<file path="src/rtl/rca_seq_ctrl.sv">
// Sequential adder: {cout,sum} = a + b + cin, computed by a single 4-bit
// ripple-carry slice that is reused once per nibble, least significant first.

module four_bit_RCA (
    input  logic [3:0] a_i,
    input  logic [3:0] b_i,
    input  logic       cin_i,
    output logic [3:0] sum_o,
    output logic       cout_o
);

    logic [4:0] carry;

    assign carry[0] = cin_i;

    for (genvar i = 0; i < 4; i++) begin : g_fa
        assign sum_o[i]     = a_i[i] ^ b_i[i] ^ carry[i];
        assign carry[i + 1] = (a_i[i] & b_i[i]) | (carry[i] & (a_i[i] ^ b_i[i]));
    end

    assign cout_o = carry[4];

endmodule

module rca_seq_ctrl #(
    parameter int WIDTH = 32
) (
    input  logic             clk,
    input  logic             rst,
    input  logic             start,
    input  logic [WIDTH-1:0] a,
    input  logic [WIDTH-1:0] b,
    input  logic             cin,
    output logic             busy,
    output logic             done,
    output logic [WIDTH-1:0] sum,
    output logic             cout
);

    localparam int NIB = WIDTH / 4;
    localparam int CW  = (NIB > 1) ? $clog2(NIB) : 1;
    localparam logic [CW-1:0] LAST = CW'(NIB - 1);

    typedef enum logic [1:0] {
        IDLE,
        RUN,
        DONE
    } state_t;

    state_t           state_q;
    logic [WIDTH-1:0] opA_q;
    logic [WIDTH-1:0] opB_q;
    logic             carry_q;
    logic [CW-1:0]    cnt_q;
    logic [WIDTH-1:0] res_q;
    logic [WIDTH-1:0] res_d;
    logic [WIDTH-1:0] sum_q;
    logic             cout_q;
    logic             busy_q;
    logic             done_q;

    logic [3:0]       sliceA;
    logic [3:0]       sliceB;
    logic [3:0]       sliceSum;
    logic             sliceCout;

    assign sliceA = opA_q[{cnt_q, 2'b00} +: 4];
    assign sliceB = opB_q[{cnt_q, 2'b00} +: 4];

    four_bit_RCA u_slice (
        .a_i   (sliceA),
        .b_i   (sliceB),
        .cin_i (carry_q),
        .sum_o (sliceSum),
        .cout_o(sliceCout)
    );

    // Result with the current step's nibble merged in, so the final step can
    // publish the complete word in the same edge that computes its top nibble.
    always_comb begin
        res_d = res_q;
        res_d[{cnt_q, 2'b00} +: 4] = sliceSum;
    end

    always_ff @(posedge clk) begin
        if (rst) begin
            state_q <= IDLE;
            opA_q   <= '0;
            opB_q   <= '0;
            carry_q <= 1'b0;
            cnt_q   <= '0;
            res_q   <= '0;
            sum_q   <= '0;
            cout_q  <= 1'b0;
            busy_q  <= 1'b0;
            done_q  <= 1'b0;
        end else begin
            case (state_q)
                IDLE, DONE: begin
                    done_q <= 1'b0;
                    if (start) begin
                        opA_q   <= a;
                        opB_q   <= b;
                        carry_q <= cin;
                        cnt_q   <= '0;
                        busy_q  <= 1'b1;
                        state_q <= RUN;
                    end else begin
                        state_q <= IDLE;
                    end
                end
                RUN: begin
                    res_q   <= res_d;
                    carry_q <= sliceCout;
                    if (cnt_q == LAST) begin
                        sum_q   <= res_d;
                        cout_q  <= sliceCout;
                        busy_q  <= 1'b0;
                        done_q  <= 1'b1;
                        state_q <= DONE;
                    end else begin
                        cnt_q <= cnt_q + CW'(1);
                    end
                end
                default: begin
                    busy_q  <= 1'b0;
                    done_q  <= 1'b0;
                    state_q <= IDLE;
                end
            endcase
        end
    end

    assign busy = busy_q;
    assign done = done_q;
    assign sum  = sum_q;
    assign cout = cout_q;

endmodule

</file>
<file path="config.mk">
export PLATFORM = sky130hd
export DESIGN_NAME = rca_seq_ctrl
export DESIGN_NICKNAME = d
export VERILOG_FILES = /design/src/rtl/rca_seq_ctrl.sv
export SDC_FILE = /design/constraint.sdc
export NUM_CORES = 1
export LEC_CHECK = 0
export BUFFER_PORTS_ARGS = -buffer_cell sky130_fd_sc_hd__buf_2
export CAP_MARGIN = 20
export CORE_MARGIN = 2
export CORE_UTILIZATION = 50
export CTS_CLUSTER_SIZE = 20
export DETAILED_ROUTE_END_ITERATION = 6
export MAX_ROUTING_LAYER = met4
export PLACE_DENSITY_LB_ADDON = 0.25
export SETUP_SLACK_MARGIN = 0.4
export SLEW_MARGIN = 20
export SYNTH_ARGS = -nofsm -noshare
export SYNTH_HDL_FRONTEND = slang
export SYNTH_SLANG_ARGS = --single-unit
</file>
<file path="constraint.sdc">
create_clock -name clk -period 4.6 [get_ports clk]
set_input_delay 0.69 -clock clk [delete_from_list [all_inputs] [get_ports clk]]
set_output_delay 0.69 -clock clk [all_outputs]
set_load 0.02 [all_outputs]
</file>
==> impl_metrics.py <==
metrics = {
    "sta": {
        "worst_slack_ns": 0.761,
        "skew_ns": 0.00636,
        "timing.final.crit_share_pct": 83.5,
        "maxSlewHeadroom_pct": 39.6,
        "fin_crit_ns": 3.84,
        "fin_setup_tns_ns": 0,
        "tightest_slew_ns": 0.907,
        "rsz0062_at_grt": "false",
        "max_freq_ghz": 0.260,
        "hold_viol": 0,
        "setup_viol_count_final": 0,
        "drv_slew": 0,
    },
    "die": {
        "dieHeight_um": 117,
        "dieArea_um2": 13800,
        "core_area_um2": 12600,
        "initial_core_util_pct": 51.0,
        "rows": 41,
        "ios": 103,
        "fp.dieW_um": 117,
    },
    "worst_setup_path": {
        "cp-end-kind": "flop",
        "timing.rr.end": "sum[7]$_SDFFE_PP0P_",
        "crit_chain": "buf_4 > mux4_2 > nand2_1 > nand2_1 > fa_1 > inv_1 > fa_1 > inv_1 > fa_1 > nand2_2 > o31a_1 > a2111oi_1",
        "arrival_ns": 4.15,
        "reg2reg_slack_ns": 0.76,
        "cp-start-kind": "flop",
        "path_common_cell": "fa_1",
        "slowest_delay_ns": 0.63,
        "r2r_cells": 12,
        "r2r-start": "cnt_q[0]$_SDFFE_PP0P_",
        "slowest_stage": "fa_1",
        "worst-setup-path-type": "flop to flop",
        "crit_required_ns": 4.91,
        "path_max_fanout": 25,
    },
    "final_layout": {
        "insertedDiodeCount": 0,
        "finalNetCount": 852,
        "final_cell_mix": "nand2_1 (148), dfxtp_1 (136), buf_2 (101), a21oi_1 (70)",
        "final_common_cell": "nand2_1",
        "n_fill_cell": 1128,
        "synthToLayoutAreaGrowth_pct": 15.8,
        "drive_gt1_share_pct": 24.3,
    },
    "yosys": {
        "synth_area_um2": 6440,
        "synth_edf_count": 0,
        "ys_warn_count": 0,
        "yosysSeqAreaShare_pct": 42.6,
        "avgSynthCellArea_um2": 9.20,
        "ys_types": 55,
        "yosys_register_bits": 137,
        "syn-num-nets": 779,
        "synthFlopType": "dfxtp_1",
        "async_flop_share_pct": 0,
        "syn_inst": 700,
    },
    "power": {
        "ir_drop_uv": 200,
        "switching_share_pct": 24.7,
        "power_frac_clock_pct": 43.7,
        "power.density_nw_per_um2": 366,
        "p_leak_nw": 3.02,
        "power_frac_seq_pct": 46.0,
        "internal_power_w": 0.00206,
        "p_sw_w": 0.000673,
        "p_comb_share_pct": 10.3,
    },
    "global_routing": {
        "use_met3_pct": 5.52,
        "busiest_layer": "met2",
        "grt_antenna_before_repair": 0,
        "use_met1_pct": 28.1,
        "grt_pass1_vias": 5168,
        "grt_start_max_net_pins": 95,
        "grt_pass1_wl_um": 25200,
        "grtUsageTotal_pct": 23.1,
        "grt_overflow_total": 0,
        "met2_usage_pct": 38.2,
    },
    "placement": {
        "place_congestion": 0.824,
        "io_buffers": 102,
        "hpwl_um": 10400,
        "pre_cts_ws_ns": 0.627,
    },
    "cts": {
        "root_buffer": "clkbuf_16",
        "cts.path.max_buffers": 2,
        "cts_buffers": 17,
        "holdBufCountCts": 0,
        "cts_tree": "yes",
        "path_clk_slew_ns": 0.05,
        "clock_sinks": 137,
        "htree_levels": 4,
        "clk_latency_ns": 0.42,
    },
    "min_path": {
        "worstHoldEndpoint": "opB_q[5]$_SDFFE_PP0P_",
        "min_path_type": "flop to flop",
        "hold_depth": 2,
        "min_from": "opB_q[5]$_SDFFE_PP0P_",
    },
    "drt": {
        "drtIter0Drc": 426,
        "routed_wl_um": 15100,
        "drc": 2,
        "num_vias": 5268,
        "wire_per_inst_um": 15.8,
        "vias_per_cell": 5.52,
        "final_antenna_net_count": 0,
        "dr.pass1.iters": 7,
    },
    "run_status": {
        "status": "finished, violations left",
        "violations": "design-rule violations",
    },
    "run": {
        "drv_cap": 0,
    },
}
## critical path, delay by kind of cell, from the launching register on
kind	cells	cell delay (ns)
AO/OA/AOI/OAI	2	0.66
adder cells (fa/ha/maj)	3	1.20
buffers and inverters	3	0.52
flip-flops	1	0.52
multiplexers	1	0.55
AND/OR/NAND/NOR	3	0.27
## synthesized netlist by cell type, types with 3 or more instances
library cell,count,share of area [%]
a2111oi_0,6,0.82
a2111oi_1,3,0.47
a2111oi_2,11,2.6
a211oi_1,14,1.6
a21oi_1,70,5.4
a311oi_1,7,0.95
and4bb_2,4,0.78
buf_1,4,0.23
buf_2,16,1.2
buf_4,4,0.47
buf_6,6,1.0
clkbuf_1,24,1.4
dfxtp_1,137,43
fa_1,4,1.2
ha_1,7,1.4
inv_1,6,0.35
mux2i_1,36,5.6
mux4_2,16,5.6
nand2_1,148,8.6
nand2b_1,42,4.1
nand3_1,9,0.70
nand3_2,3,0.47
nand3b_1,6,0.70
nor2_1,41,2.4
nor2b_1,9,0.87
nor3_1,10,0.78
nor4b_2,3,0.70
o21ai_0,13,1.0
o311ai_0,4,0.54
or2_2,5,0.49
## logic make-up after synthesis
group           count (synthesis)  share of synthesized area, %
simple gates                  300                          23.5
compound gates                137                          15.1
flops                         137                          42.6
buf+inv                        63                          5.09
mux                            52                          11.2
fa+ha+maj                      11                          2.60
## worst max-delay path by stage
stage / end / start / depth (start not counted)
after floorplan: sum[7]$_SDFFE_PP0P_ / cnt_q[0]$_SDFFE_PP0P_ / 14
after global placement: sum[7]$_SDFFE_PP0P_ / cnt_q[0]$_SDFFE_PP0P_ / 12
after detailed placement: sum[7]$_SDFFE_PP0P_ / cnt_q[0]$_SDFFE_PP0P_ / 12
after CTS: sum[7]$_SDFFE_PP0P_ / cnt_q[0]$_SDFFE_PP0P_ / 12
after global routing: sum[7]$_SDFFE_PP0P_ / cnt_q[0]$_SDFFE_PP0P_ / 12
final: sum[7]$_SDFFE_PP0P_ / cnt_q[0]$_SDFFE_PP0P_ / 12
## cell type report
type / count / area [um2] / share of cell area, %
Timing Repair Buffer: 109 / 578 / 7.75
Sequential cell: 137 / 2750 / 36.8
Inverter: 8 / 30.0 / 0.403
Clock inverter: 4 / 20.0 / 0.269
Multi-Input combinational cell: 500 / 3380 / 45.3
Tap cell: 172 / 215 / 2.89
Clock buffer: 25 / 485 / 6.51
## power groups by stage
stage / clock network, W / registers [W] / logic, W
after floorplan: 0 / 0.00127 / 0.000214
after detailed placement: 0 / 0.00128 / 0.000278
after CTS: 0.00121 / 0.00126 / 0.000279
after global routing: 0.00126 / 0.00126 / 0.000310
final: 0.00119 / 0.00126 / 0.000282
after global placement: 0 / 0.00128 / 0.000274
## flip-flops by register name, indices dropped and copies added (netlist names)
register / count
opA_q: 32
opB_q: 32
res_q: 32
sum: 32
cnt_q: 3
state_q: 2
busy: 1
carry_q: 1
cout: 1
done: 1
## per-layer routing
metal | vias up | part of all wire (%) | wire, um
met5 | - | 0 | 0
met4 | 0 | 1.5 | 234
met3 | 21 | 4.0 | 608
met2 | 123 | 50 | 7600
met1 | 2525 | 44 | 6680
li1 | 2599 | - | -
## repair_timing
action	CTS	global route
setup endpoints to repair	0	4
setup buffers	0	0
gates resized for setup	0	1
endpoints found under the hold margin	0	0
## stage by stage
stage          area [um2]  total power, W  cells  utilization, %  hold slack [ns]
6_report             7450         0.00273    955            59.1            0.453
5_1_grt              7450         0.00283    955            59.1            0.467
2_1_floorplan        6440         0.00148    700               -            0.433
3_3_place_gp         6930         0.00155    925            54.9            0.441
4_1_cts              7430         0.00274    954            58.9            0.455
3_5_place_dp         6930         0.00156    925            54.9            0.447
(Power assumes the default switching activity.)
